### src/rtl/rv_wb_pkg.sv
// Shared types for the writeback arbiter: register index, load-buffer entry and
// the default load-buffer depth.
package rv_wb_pkg;

    typedef logic [4:0] reg_idx_t;

    typedef struct packed {
        reg_idx_t    rd;
        logic [31:0] data;
    } wb_entry_t;

    localparam int unsigned WB_ENTRY_W   = $bits(wb_entry_t);
    localparam int unsigned LD_DEPTH_DFLT = 2;

endpackage

### src/rtl/rv_wb_fifo.sv
// Synchronous FIFO of writeback entries with count-based full/empty flags.
// Depth must be a power of two so the pointers wrap naturally.
module rv_wb_fifo
    import rv_wb_pkg::*;
#(
    parameter int unsigned Depth = LD_DEPTH_DFLT
) (
    input  logic                  clk_i,
    input  logic                  rst_i,
    input  logic                  push_i,
    input  logic [WB_ENTRY_W-1:0] wdata_i,
    input  logic                  pop_i,
    output logic [WB_ENTRY_W-1:0] rdata_o,
    output logic                  full_o,
    output logic                  empty_o
);

    localparam int unsigned PtrW = (Depth > 1) ? $clog2(Depth) : 1;
    localparam int unsigned CntW = $clog2(Depth + 1);

    wb_entry_t       mem_q [Depth];
    wb_entry_t       mem_d [Depth];
    logic [PtrW-1:0] wr_ptr_q, wr_ptr_d;
    logic [PtrW-1:0] rd_ptr_q, rd_ptr_d;
    logic [CntW-1:0] count_q, count_d;
    logic            push_ok;
    logic            pop_ok;

    assign full_o  = (count_q == CntW'(Depth));
    assign empty_o = (count_q == '0);
    assign push_ok = push_i & ~full_o;
    assign pop_ok  = pop_i & ~empty_o;
    assign rdata_o = mem_q[rd_ptr_q];

    always_comb begin
        mem_d    = mem_q;
        wr_ptr_d = wr_ptr_q;
        rd_ptr_d = rd_ptr_q;
        count_d  = count_q;
        if (push_ok) begin
            mem_d[wr_ptr_q] = wb_entry_t'(wdata_i);
            wr_ptr_d        = wr_ptr_q + PtrW'(1);
        end
        if (pop_ok) begin
            rd_ptr_d = rd_ptr_q + PtrW'(1);
        end
        unique case ({push_ok, pop_ok})
            2'b10:   count_d = count_q + CntW'(1);
            2'b01:   count_d = count_q - CntW'(1);
            default: count_d = count_q;
        endcase
    end

    always_ff @(posedge clk_i or posedge rst_i) begin
        if (rst_i) begin
            wr_ptr_q <= '0;
            rd_ptr_q <= '0;
            count_q  <= '0;
        end else begin
            wr_ptr_q <= wr_ptr_d;
            rd_ptr_q <= rd_ptr_d;
            count_q  <= count_d;
        end
    end

    // Payload storage needs no reset; occupancy is tracked by count_q alone.
    always_ff @(posedge clk_i) begin
        mem_q <= mem_d;
    end

endmodule

### src/rtl/rv_wb_arb.sv
// Writeback arbiter: merges ALU and buffered load results onto the register-file
// write port and keeps a pending-load scoreboard that drives the issue stall.
module rv_wb_arb
    import rv_wb_pkg::*;
#(
    parameter int unsigned LD_DEPTH = LD_DEPTH_DFLT
) (
    input  logic        i_clk,
    input  logic        i_reset,
    input  logic        i_alu_valid,
    input  logic [4:0]  i_alu_rd,
    input  logic [31:0] i_alu_data,
    input  logic        i_ld_valid,
    output logic        o_ld_ready,
    input  logic [4:0]  i_ld_rd,
    input  logic [31:0] i_ld_data,
    input  logic        i_ld_issue,
    input  logic [4:0]  i_ld_issue_rd,
    input  logic [4:0]  i_rs1,
    input  logic [4:0]  i_rs2,
    output logic        o_stall,
    output logic        o_write,
    output logic [4:0]  o_rd,
    output logic [31:0] o_data
);

    wb_entry_t   ld_in;
    wb_entry_t   ld_head;
    logic        ld_full;
    logic        ld_empty;
    logic        ld_push;
    logic        ld_pop;

    logic        write_q, write_d;
    reg_idx_t    rd_q, rd_d;
    logic [31:0] data_q, data_d;
    logic [31:0] pending_q, pending_d;
    logic        bypass_hit;

    assign ld_in      = '{rd: i_ld_rd, data: i_ld_data};
    assign o_ld_ready = ~ld_full;
    assign ld_push    = i_ld_valid & o_ld_ready;
    assign ld_pop     = ~i_alu_valid & ~ld_empty;

    rv_wb_fifo #(
        .Depth (LD_DEPTH)
    ) u_ld_fifo (
        .clk_i   (i_clk),
        .rst_i   (i_reset),
        .push_i  (ld_push),
        .wdata_i (ld_in),
        .pop_i   (ld_pop),
        .rdata_o (ld_head),
        .full_o  (ld_full),
        .empty_o (ld_empty)
    );

    // The register file reads the old value on the edge that writes the new one.
    assign bypass_hit = write_q & (rd_q != '0) & ((rd_q == i_rs1) | (rd_q == i_rs2));
    assign o_stall    = pending_q[i_rs1] | pending_q[i_rs2] | bypass_hit
                      | (i_ld_issue & pending_q[i_ld_issue_rd]);

    always_comb begin
        write_d = 1'b0;
        rd_d    = rd_q;
        data_d  = data_q;
        if (i_alu_valid) begin
            write_d = (i_alu_rd != '0);
            rd_d    = i_alu_rd;
            data_d  = i_alu_data;
        end else if (ld_pop) begin
            write_d = (ld_head.rd != '0);
            rd_d    = ld_head.rd;
            data_d  = ld_head.data;
        end
    end

    // Clear is applied after set so it wins if both ever hit the same bit.
    always_comb begin
        pending_d = pending_q;
        if (i_ld_issue & ~o_stall) begin
            pending_d[i_ld_issue_rd] = 1'b1;
        end
        if (ld_pop) begin
            pending_d[ld_head.rd] = 1'b0;
        end
        pending_d[0] = 1'b0;
    end

    always_ff @(posedge i_clk or posedge i_reset) begin
        if (i_reset) begin
            write_q   <= 1'b0;
            rd_q      <= '0;
            data_q    <= '0;
            pending_q <= '0;
        end else begin
            write_q   <= write_d;
            rd_q      <= rd_d;
            data_q    <= data_d;
            pending_q <= pending_d;
        end
    end

    assign o_write = write_q;
    assign o_rd    = rd_q;
    assign o_data  = data_q;

endmodule

### config.mk
export PLATFORM = sky130hd
export DESIGN_NAME = rv_wb_arb
export DESIGN_NICKNAME = d
export VERILOG_FILES = /design/src/rtl/rv_wb_pkg.sv /design/src/rtl/rv_wb_fifo.sv /design/src/rtl/rv_wb_arb.sv
export SDC_FILE = /design/constraint.sdc
export NUM_CORES = 1
export LEC_CHECK = 0
export ABC_AREA = 0
export CORE_UTILIZATION = 55
export CTS_CLUSTER_DIAMETER = 50
export CTS_CLUSTER_SIZE = 25
export DETAILED_ROUTE_END_ITERATION = 10
export PLACE_DENSITY = 0.91
export SLEW_MARGIN = 30
export SYNTH_ARGS = -nofsm -noshare
export SYNTH_HDL_FRONTEND = slang
export SYNTH_SLANG_ARGS = --single-unit
### constraint.sdc
create_clock -name i_clk -period 8 [get_ports i_clk]
set_input_delay 1.6 -clock i_clk [delete_from_list [all_inputs] [get_ports i_clk]]
set_output_delay 1.6 -clock i_clk [all_outputs]
set_load 0.01 [all_outputs]
Word level (Yosys, flattened, before mapping):

Index checks and enable logic that the tools add are counted.
W data, S select, Z words.

* memories kept: 0
* bits in writable memories: 0
* register bits after elaboration: 147
* memory bits (read-only): 0
* input bits: 94
* latch bits: 0
* output and inout bits: 40

* eq/ne operators: 5
* muxes and demuxes: 25
* divide/modulo/power cells: 0
* $add $sub $neg: 4
* multiply operators: 0
* shifts and indexed selects: 0
* magnitude comparators: 9
* reduce and logical (&&, ||, !) cells: 9
* bitwise gates (word level): 21

Operator list (number)
* $mux W37: 4
* $mux W32: 4
* $bwmux W74: 1
* $demux W37 S1: 1
* $and A32 B32 Y32: 1
* $not A32 Y32: 1
* $or A32 B32 Y32: 1
* $lt A5 B6 Y1 const B: 4
* $bmux W1 S5: 3
* $reduce_bool A5 Y1: 3
* $demux W1 S5: 2
* $eq A5 B5 Y1: 2
* $ge A5 B1 Y1 const B: 2
* $mux W5: 2
* $and A1 B1 Y1: 8
* $mux W1: 7
* $eq A2 B2 Y1 const B: 2
* $ge A2 B2 Y1 const B: 2
* $not A1 Y1: 4
* $not A1 Y2: 2
* $or A1 B1 Y1: 4
* $pmux W2 S2: 1
* $reduce_bool A2 Y1: 2
* $logic_and A1 B1 Y1: 3
* other kinds (6): 7

Depth between registers and ports, before layout:

Gate-level depths: netlist of the first run.

* depth after elaboration: 11
* gate-level depth with buffers: 10
* depth with buffers taken out: 7

Cells and area by module:

A second synthesis of the first run with hierarchy kept.

* cell total of the unflattened synthesis: 603
* area, all modules: 7241.9 µm²

Modules (own cells, without submodules)
* rv_wb_arb: times used 1, area each 4289.1 µm², cells an instance 469, seq. area each 1726.7 µm²
* rv_wb_fifo: times used 1, area each 2952.8 µm², cells an instance 134, seq. area each 2322.2 µm²

Worst setup path after synthesis of the first run:

Ideal clock, no wire load.

* kind: input to output
* start: input port i_rs1[0]
* end: output port o_stall
* slack: 3066 ps
* path buffers: 1
* arrival: 3334 ps
* required time: 6400 ps
* stages on the path: 6
* cells stage by stage: clkbuf_1 mux4_2 nor2b_1 nor4_1 or4b_1 a211o_1

* longest elaborated chain between the ends: 5

Ends and longest elaborated chain
* start: declaration: line rv_wb_arb.sv:19 `input logic [4:0] i_rs1,`
* $bmux W1 S5 or $eq A5 B5 Y1 (tied branches): line rv_wb_arb.sv:60, rv_wb_arb.sv:59
* $mux W1 (not written as such) or $or A1 B1 Y1 (tied branches): line rv_wb_arb.sv:60, rv_wb_arb.sv:59
* $or A1 B1 Y1 or $and A1 B1 Y1 (tied branches): line rv_wb_arb.sv:60, rv_wb_arb.sv:59
* $or A1 B1 Y1 *: line rv_wb_arb.sv:60 `assign o_stall = pending_q[i_rs1] | pending_q[i_rs2] | bypass_hit`
* $or A1 B1 Y1 *: line rv_wb_arb.sv:61 `| (i_ld_issue & pending_q[i_ld_issue_rd]);`
* end: declaration: line rv_wb_arb.sv:21 `output logic o_stall,`

Every way passes the cells marked *; elsewhere a longest branch is shown, timed or not. The select of a mux whose other input is x is not followed.

Final worst setup path of the first run:

* start: input port i_rs2[1]
* end: output port o_stall

* longest elaborated chain between the ends: 5

Ends and longest elaborated chain
* start: declaration: line rv_wb_arb.sv:20 `input logic [4:0] i_rs2,`
* $bmux W1 S5 or $eq A5 B5 Y1 (tied branches): line rv_wb_arb.sv:60, rv_wb_arb.sv:59
* $mux W1 (not written as such) or $or A1 B1 Y1 (tied branches): line rv_wb_arb.sv:60, rv_wb_arb.sv:59
* $or A1 B1 Y1 or $and A1 B1 Y1 (tied branches): line rv_wb_arb.sv:60, rv_wb_arb.sv:59
* $or A1 B1 Y1 *: line rv_wb_arb.sv:60
* $or A1 B1 Y1 *: line rv_wb_arb.sv:61

Marks and branches as above.

==> results of run 1 <==
power by group:
group / internal [uW] / switching, uW
registers: 1030 / 171
clock network: 529 / 301
logic: 462 / 574
path summary, 6_finish.rpt:
check                                           to  slack, ns               start  cells past startpoint
worst max-delay path                       o_stall       1.68            i_rs2[1]                      7
worst min-delay path            u_ld_fifo.wr_ptr_q       0.55  u_ld_fifo.wr_ptr_q                      1
worst max register to register       pending_q[12]       5.07       pending_q[17]                      6
worst min register to register  u_ld_fifo.wr_ptr_q       0.55  u_ld_fifo.wr_ptr_q                      1
max in group asynchronous       u_ld_fifo.rd_ptr_q       5.83             i_reset                      3
min in group asynchronous            pending_q[11]       1.67             i_reset                      3
state kept, by name, summed over array words and instances, names as in the netlist:
signal / flops
pending_q: 31
u_ld_fifo.wr_ptr_q: 1
u_ld_fifo.mem_q: 74
u_ld_fifo.rd_ptr_q: 1
o_data: 32
o_write: 1
o_rd: 5
u_ld_fifo.count_q: 2
per-stage QoR:
| step | hold WS, ns | power (uW) | area (um^2) |
|---|---|---|---|
| after floorplan | 0.460 | 1810 | 7190 |
| after global placement | 0.527 | 2160 | 8590 |
| after detailed placement | 0.547 | 2230 | 8610 |
| after CTS | 0.560 | 3060 | 9220 |
| after global routing | 0.575 | 3210 | 9230 |
| final | 0.553 | 3070 | 9230 |
layout by cell type, fill, tap and decap left out, drive strengths merged, types with 4 or more instances in the layout:
master / instances
a21oi: 33
clkinv: 5
inv: 9
edfxtp: 74
clkdlybuf4s50: 131
mux2i: 59
clkbuf: 22
nand2: 59
nor3: 12
o2111ai: 8
dfrtp: 73
mux2: 5
buf: 7
bufinv: 4
o211ai: 11
nor2: 66
nor2b: 5
xnor2: 7
o41ai: 19
o21ai: 91
nand3: 6
xor2: 8
mux4: 11
per-layer routing:
layer  routed length, um  global-route usage, %
met4                 534                   13.9
met2                9170                   47.0
met1                7300                   34.4
met5                   0                      0
met3                1560                   7.06
cells by family after synthesis:
| kind of cell | share of synthesized area, % |
|---|---|
| compound gates | 16.1 |
| simple gates | 10.1 |
| flops | 56.3 |
| mux | 12.4 |
| buf+inv | 2.99 |
| xor+xnor | 1.83 |
| fa+ha+maj | 0.174 |
worst max-delay path: stages:
cell,delay (ns)
clkdlybuf4s50_1,0.94
mux4_2,0.59
o2111ai_1,0.20
o41ai_1,0.09
or4b_1,0.54
a211o_1,0.28
clkdlybuf4s50_1,0.47
layout make-up:
class                      count  area share (%)
tap                          172            2.33
timing repair buffer         138            15.0
clock buffer                  22            4.92
sequential                   147            43.9
clock inverter                10            1.69
multi-input combinational    436            31.9
inverter                       8           0.325
==> parameters.txt, run 1 <==
Parameter                              Value

Floorplan
  Starting Density ... a little under three fifths
  Die Y ... 116 um
  Area of the placeable core ... around 0.013 mm^2
  Row Count ... 41
  I/O pin cnt ... about 130
  Width of the die ... 116 um
  Die area ... between 0.01 and 0.015 mm^2

Finish
  Share of post-route cells with drive strength above 1 ... 9.46%
  Multi-input gate area in the final layout ... 0.00294 mm^2
  Layout overhead on the synthesized area ... 28.4%
  Final antenna diode count ... 0
  Fill cell count ... 859
  Sequential cell area ... 0.00405 mm^2
  Net count reported at finish ... 843
  End-of-flow core utilization ... 72.8%
  Number of non-filler instances in the completed layout ... 933

Route
  Starting DRC count in detailed routing ... 447
  Number of vias per cell ... roughly 6.1
  Routed len/inst ... 19.9 um
  Post-detailed-route DRC marker count ... 0
  Via count of the routed design ... between 5k and 6k
  Overall routed net length ... 18600 um
  Remaining antenna violation count ... 0
  Detailed Routing Iterations Pass 1 ... 5

Placed design
  Worst-case setup slack after placement ... 1.67 ns
  IO Port Bufs ... 133
  Total instance count after detailed placement ... 901
  Final Wtd Congestion ... 0.986
  Total half-perimeter wirelength after legalization and detailed placement ... 12500 um

Timing
  Setup repair after global routing missed its margin ... no
  Setup Viol. Count Final ... 0
  Final Cycle Share ... 79.1%
  Worst slew pin tran ... 0.922 ns
  Max Clk Rate ... between 150 and 200 MHz
  Final period demand of the worst path ... 6.32 ns
  Min setup slack post-route ... roughly 1.7 ns
  Final clock skew ... between 0.007 and 0.008 ns
  Setup tns final ... 0 ns
  Hold violation count in the final report ... 0
  Count of final max-slew check failures ... 0
  Rel. slew slack ... 38.5%

Yosys
  Cell type with the largest total area after synthesis ... edfxtp_1
  Post-synthesis sequential element count ... roughly 150
  Post-synthesis net count ... ~730
  Post-Synthesis Cell Area ... 0.00719 mm^2
  Most common library cells after synthesis ... o21ai_0, edfxtp_1, dfrtp_1
  Number of cells produced by synthesis ... 633
  Yosys warning total ... 0
  Synth async-reset ratio ... between 40% and 50%
  Primary FF master, synth ... edfxtp_1
  Leading cell type by number of instances after synthesis ... o21ai_0
  Synth area leaders ... edfxtp_1, dfrtp_1, mux2i_1
  EDFF count, synth ... 74
  Per-instance average area after synthesis ... 11.4 um^2
  Share of the synthesized area in the top cell type ... 30.9%
  Number of distinct standard cells referenced by the synthesized netlist ... 45
  Part of the Yosys area used for sequential elements ... a little under three fifths

Worst setup path
  CP Data Required Time ... 6.40 ns
  Crit path DAT ... 4.72 ns
  Largest fanout of any net on the critical path ... 13
  Crit path capture type ... primary output
  Crit start category ... input port
  Worst Path Class, Setup ... input port to primary output

Clock tree
  Number of buffers inserted to repair setup after CTS ... 0
  Num CTS Buffers ... 17
  Post-CTS Resized ... 0
  Number of H-tree levels ... 4
  CTS tree ... yes
  Clk buf depth ... 2
  CTS clk-pin slew, worst paths ... around 0.060 ns
  Clock root cell ... clkbuf_16
  Sink Count ... about 150
  Worst-Skew Late Latency ... roughly 0.43 ns
  Quantity of hold-fixing buffers added after cts ... 0

Global route
  First-pass GRT wire length ... 28300 um
  Grt ovf ... 0
  Antenna violations before repair ... 0
  Vias in the first global route ... 5616
  Maximum number of pins on one net before global-route repair ... 79
  Overall fraction of global-route tracks in use ... 28.2%

Worst hold path
  Tightest Hold Check Type ... flip-flop to flip-flop

Run
  Max Cap Viol ... 0

Power and ir drop
  Leakage dissipation ... 0.00357 uW
  Peak supply drop ... 0.248 mV
  Pwr per Cell Area ... 332 mW/mm^2

Outcome
  Run status ... completed
(Power assumes the default switching activity.)
==> run 2, diff against run 1 <==
--- a/config.mk
+++ b/config.mk
@@ -6,11 +6,11 @@
 export NUM_CORES = 1
 export LEC_CHECK = 0
 export ABC_AREA = 0
-export CORE_UTILIZATION = 55
+export CORE_UTILIZATION = 48
 export CTS_CLUSTER_DIAMETER = 50
 export CTS_CLUSTER_SIZE = 25
 export DETAILED_ROUTE_END_ITERATION = 10
-export PLACE_DENSITY = 0.91
+export PLACE_DENSITY = 0.84
 export SLEW_MARGIN = 30
 export SYNTH_ARGS = -nofsm -noshare
 export SYNTH_HDL_FRONTEND = slang
==> constraint.sdc (replaced) <==
create_clock -name i_clk -period 5.7 [get_ports i_clk]
set_input_delay 1.14 -clock i_clk [delete_from_list [all_inputs] [get_ports i_clk]]
set_output_delay 1.14 -clock i_clk [all_outputs]
set_load 0.01 [all_outputs]
==> parameters.txt, run 2 (synthesis results as in run 1) <==
Parameter                              Value

Timing
  Max Clk Rate ... 199 MHz
  Hold violation count in the final report ... 0
  Setup tns final ... 0 ns
  Final period demand of the worst path ... 5.01 ns
  Final Cycle Share ... 88.0%
  Final clock skew ... 0.00628 ns
  Worst slew pin tran ... 0.883 ns
  Rel. slew slack ... 41.1%
  Count of final max-slew check failures ... 0
  Setup Viol. Count Final ... 0
  Setup repair after global routing missed its margin ... no

Floorplan
  I/O pin cnt ... 134
  Starting Density ... 49.3%
  Row Count ... 44
  Width of the die ... between 100 and 150 um
  Area of the placeable core ... 0.0146 mm^2
  Die area ... 0.0155 mm^2
  Die Y ... 124 um

Worst setup path
  Largest fanout of any net on the critical path ... 9
  CP Data Required Time ... 4.56 ns
  Crit path DAT ... ~3.9 ns
  Worst Path Class, Setup ... input port to primary output
  Crit path capture type ... primary output
  Crit start category ... input port

Route
  Detailed Routing Iterations Pass 1 ... 6
  Via count of the routed design ... 5767
  Remaining antenna violation count ... 0
  Routed len/inst ... 20.7 um
  Overall routed net length ... 19700 um
  Number of vias per cell ... 6.06
  Post-detailed-route DRC marker count ... 0
  Starting DRC count in detailed routing ... 406

Clock tree
  Quantity of hold-fixing buffers added after cts ... 0
  Post-CTS Resized ... 0
  Number of buffers inserted to repair setup after CTS ... 0
  Clk buf depth ... 2
  Num CTS Buffers ... 17
  Clock root cell ... clkbuf_16
  Sink Count ... roughly 150
  Worst-Skew Late Latency ... 0.42 ns
  CTS clk-pin slew, worst paths ... 0.06 ns
  CTS tree ... yes
  Number of H-tree levels ... 4

Finish
  Number of non-filler instances in the completed layout ... 951
  Register with the most flip-flops ... u_ld_fifo.mem_q
  Share of post-route cells with drive strength above 1 ... 10.1%
  Layout overhead on the synthesized area ... 29.3%
  Commonest non-fill, non-tap cell in the layout ... clkdlybuf4s50_1
  Flip-flop count of the largest register after layout ... 74
  Net count reported at finish ... approximately 850
  Most frequent cells in the layout ... clkdlybuf4s50_1, o21ai_0, edfxtp_1, dfrtp_1, nor2_1
  Total non-filler cell area in the finished layout ... approximately 0.0093 mm^2

Placed design
  Final Wtd Congestion ... 0.939
  Total half-perimeter wirelength after legalization and detailed placement ... between 10000 and 15000 um
  Cell area reported after detailed placement ... between 0.008 and 0.009 mm^2
  IO Port Bufs ... 133
  Total instance count after detailed placement ... 917

Global route
  Antenna violations before repair ... 0
  Maximum number of pins on one net before global-route repair ... a little under 80
  Grt ovf ... 0
  Vias in the first global route ... 5667
  First-pass GRT wire length ... between 30000 and 40000 um
  Overall fraction of global-route tracks in use ... 26.1%

Power and ir drop
  Peak supply drop ... 0.313 mV
  Leakage dissipation ... 0.00359 uW
  Pwr per Cell Area ... between 400 and 500 mW/mm^2

Worst hold path
  Tightest Hold Check Type ... flip-flop to flip-flop

Outcome
  Run status ... completed

Run
  Max Cap Viol ... 0
[run 2: changes by cell type in the layout (fill, tap and decap cells not counted)]
cell,previous run,this run
buf_4,3,8
clkbuf_1,4,2
clkinvlp_4,0,2
diode_2,0,2
buf_2,2,1
buf_6,1,0
clkdlybuf4s50_1,131,132
clkinv_2,3,2
clkinv_4,1,2
inv_2,1,0
inv_6,1,2
[run 2: final timing paths]
kind | start | end | slack (ns) | cells after the start
worst min register to register | o_data[7] | o_data[7] | 0.56 | 2
worst max register to register | pending_q[23] | pending_q[29] | 2.63 | 6
worst max-delay path | i_rs1[1] | o_stall | 0.69 | 9
min in group asynchronous | i_reset | o_data[23] | 1.17 | 2
max in group asynchronous | i_reset | pending_q[31] | 3.60 | 3
worst min-delay path | o_data[7] | o_data[7] | 0.56 | 2
[run 2: through the flow]
step | setup WS, ns | utilization (%) | hold WS, ns | total power [uW]
after floorplan | 1.69 | - | 0.460 | 2550
after global placement | 0.697 | 59.2 | 0.531 | 3100
after detailed placement | 0.682 | 59.4 | 0.545 | 3160
after CTS | 0.662 | 63.7 | 0.565 | 4350
after global routing | 0.482 | 63.7 | 0.592 | 4560
final | 0.686 | 63.7 | 0.559 | 4350
[run 2: routing by layer]
| layer | track usage, % | vias to the layer above | part of all wire, % |
|---|---|---|---|
| met3 | 7.13 | 45 | 8.8 |
| met4 | 9.92 | 0 | 2.6 |
| met2 | 42.7 | 309 | 48 |
| met1 | 33.0 | 2810 | 40 |
| met5 | 0 | - | 0 |
| li1 | - | 2603 | - |
[run 2: area by class of cell]
type	count	area (um^2)
multi-input cells	436	2940
well taps	184	230
inverters	8	31.3
flip-flops and latches	147	4050
clock inverters	12	179
fillers	1098	5290
repair buffers	142	1410
clock buffers	20	447
diodes	2	5.00
[run 2: critical path, cell delays in order]
cell and delay [ns]:
clkdlybuf4s50_1 0.61, buf_4 0.23, mux2i_1 0.19, nor2_1 0.05, a311oi_1 0.25, nor4_1 0.08, or4b_1 0.55, a211o_1 0.29
clkdlybuf4s50_1 0.48
[run 2: report_power, final]
group / switching [uW] / leakage (uW) / internal (uW)
clock: 428 / 0.000299 / 745
combinational: 805 / 0.00170 / 650
sequential: 281 / 0.00159 / 1440
total: 1510 / 0.00359 / 2840
==> run 3, diff against run 2 <==
--- a/config.mk
+++ b/config.mk
@@ -6,11 +6,13 @@
 export NUM_CORES = 1
 export LEC_CHECK = 0
 export ABC_AREA = 0
+export CORE_ASPECT_RATIO = 0.7
 export CORE_UTILIZATION = 48
 export CTS_CLUSTER_DIAMETER = 50
 export CTS_CLUSTER_SIZE = 25
 export DETAILED_ROUTE_END_ITERATION = 10
 export PLACE_DENSITY = 0.84
+export REMOVE_ABC_BUFFERS = 1
 export SLEW_MARGIN = 30
 export SYNTH_ARGS = -nofsm -noshare
 export SYNTH_HDL_FRONTEND = slang
==> parameters.txt, run 3 (synthesis results as in run 1) <==
Parameter                              Value

Outcome
  Run status ... completed

Worst setup path
  Crit start category ... input port
  Crit path capture type ... primary output
  Cell family contributing the most delay on the critical path ... buffers and inverters
  Chain of cells forming the critical path ... clkdlybuf4s50_1, buf_4, mux2i_1, nor2_1, a311oi_1, nor4_1, or4b_1, a211o_1, clkdlybuf4s50_1
  Delay contributed by the slowest stage of the critical path ... 0.65 ns
  CP Data Required Time ... approximately 4.6 ns
  Worst Path Class, Setup ... input port to primary output
  Worst path slowest cell ... clkdlybuf4s50_1
  Most frequent cell on the critical path ... clkdlybuf4s50_1
  Largest fanout of any net on the critical path ... 8
  Crit path DAT ... 3.95 ns
  Crit path buffers/inverters ... 3

Timing
  Final period demand of the worst path ... 5.09 ns
  Max Clk Rate ... around 200 MHz
  Rel. slew slack ... 40.6%
  Setup Viol. Count Final ... 0
  Final clock skew ... 0.0118 ns
  Setup repair after global routing missed its margin ... no
  Worst slew pin tran ... just under 0.9 ns
  Setup tns final ... 0 ns
  Hold violation count in the final report ... 0
  Final Cycle Share ... 89.4%
  Count of final max-slew check failures ... 0

Route
  Post-detailed-route DRC marker count ... 0
  Via count of the routed design ... 5662
  Number of vias per cell ... 5.89
  Overall routed net length ... between 15000 and 20000 um
  Routed wl met3 ... around 1300 um
  Remaining antenna violation count ... 0
  Routed len/inst ... 18.9 um
  Total routed wire length on the met1 layer ... between 8000 and 9000 um
  Uppermost layer routed ... met4
  Starting DRC count in detailed routing ... 400
  Met2 wirelength from detailed routing ... between 8000 and 9000 um
  Detailed Routing Iterations Pass 1 ... 5

Finish
  Fill cell count ... ~1.1k
  Multi-input gate area in the final layout ... 0.00294 mm^2
  Register with the most flip-flops ... u_ld_fifo.mem_q
  Most frequent cells in the layout ... clkdlybuf4s50_1, o21ai_0, edfxtp_1, dfrtp_1, nor2_1
  Flip-flop count of the largest register after layout ... 74
  Final antenna diode count ... 0
  Share of post-route cells with drive strength above 1 ... 10.3%
  Layout overhead on the synthesized area ... 28.8%
  Sequential cell area ... 0.00405 mm^2
  Total non-filler cell area in the finished layout ... between 0.009 and 0.01 mm^2
  Commonest non-fill, non-tap cell in the layout ... clkdlybuf4s50_1
  Net count reported at finish ... 848

Clock tree
  Number of H-tree levels ... 4
  Sink Count ... between 100 and 150
  CTS clk-pin slew, worst paths ... 0.07 ns
  Worst-Skew Late Latency ... ~0.42 ns
  Number of buffers inserted to repair setup after CTS ... 0
  Clock root cell ... clkbuf_16
  Post-CTS Resized ... 0
  Num CTS Buffers ... 17
  Quantity of hold-fixing buffers added after cts ... 0
  CTS tree ... yes
  Clk buf depth ... 2

Worst hold path
  Tightest Hold Check Type ... flip-flop to flip-flop

Floorplan
  Area of the placeable core ... 0.0147 mm^2
  Die Y ... 104 um
  Row Count ... 37
  Width of the die ... 148 um
  Starting Density ... just under 50%
  Die area ... 0.0155 mm^2
  I/O pin cnt ... 134

Global route
  First-pass GRT wire length ... roughly 29000 um
  Vias in the first global route ... 5519
  Antenna violations before repair ... 0
  Overall fraction of global-route tracks in use ... 24.5%
  Maximum number of pins on one net before global-route repair ... 79
  Grt ovf ... 0

Power and ir drop
  Switching power summed over all nets ... 1500 uW
  Power Internal ... 2710 uW
  Gate power share ... 33.5%
  Proportion of power drawn by the clock network ... 25.6%
  Leakage dissipation ... around 0.0036 uW
  Peak supply drop ... between 0.2 and 0.3 mV
  Pwr per Cell Area ... 454 mW/mm^2
  Switching power as a share of total power ... 35.6%
  Portion of total power attributed to sequential cells ... 40.9%

Run
  Max Cap Viol ... 0

Placed design
  IO Port Bufs ... 133
  Final Wtd Congestion ... 0.920
  Total half-perimeter wirelength after legalization and detailed placement ... ~13000 um
  Cell area reported after detailed placement ... 0.00868 mm^2
==> run 3: cell count changes in the layout (fill, tap and decap cells not counted), sizes merged <==
cell and delta:
buf +1, bufinv -3, diode -2, clkbuf -2
inv +6, clkinv -1
==> run 3: worst paths after layout <==
path	from	endpoint	slack, ns	cells after the start
max	i_rs1[1]	o_stall	0.61	9
min reg2reg	u_ld_fifo.wr_ptr_q	u_ld_fifo.wr_ptr_q	0.55	1
min in group asynchronous	i_reset	o_data[11]	1.17	2
max in group asynchronous	i_reset	u_ld_fifo.rd_ptr_q	3.58	3
max reg2reg	pending_q[21]	pending_q[8]	2.67	6
min	u_ld_fifo.wr_ptr_q	u_ld_fifo.wr_ptr_q	0.55	1
==> run 3: per-layer routing <==
metal,track usage [%],vias up
met5,0,-
met4,7.29,0
met3,4.65,25
met2,38.5,239
met1,34.6,2791
li1,-,2607
==> run 3: through the flow <==
| stage | total power, uW | instances | util (%) | hold slack (ns) | setup slack [ns] |
|---|---|---|---|---|---|
| after CTS | 4210 | 961 | 63.1 | 0.549 | 0.596 |
| after detailed placement | 3130 | 929 | 59.2 | 0.540 | 0.605 |
| after global routing | 4430 | 961 | 63.1 | 0.596 | 0.458 |
| final | 4200 | 961 | 63.1 | 0.551 | 0.605 |
| after floorplan | 2510 | 591 | - | 0.460 | 1.86 |
| after global placement | 3060 | 928 | 59.0 | 0.529 | 0.657 |
==> run 3: layout make-up <==
class,count,area share [%]
Clock buffer,18,4.64
Multi-Input combinational cell,436,31.8
Clock inverter,14,1.53
Inverter,8,0.338
Sequential cell,147,43.8
Timing Repair Buffer,143,15.4
Tap cell,195,2.64
==> run 3: worst register-to-register path, delay by kind of cell (launching register included) <==
family	cells	cell delay, ns
flip-flops	1	0.46
AND/OR/NAND/NOR	2	1.19
multiplexers	1	0.50
AO/OA/AOI/OAI	3	0.76
==> run 3: power groups by stage <==
stage | sequential (uW) | combinational, uW | clock [uW]
floorplan | 1700 | 811 | 0
global placement | 1720 | 1340 | 0
detailed placement | 1730 | 1400 | 0
CTS | 1710 | 1410 | 1090
global route | 1740 | 1550 | 1140
finish | 1720 | 1410 | 1080
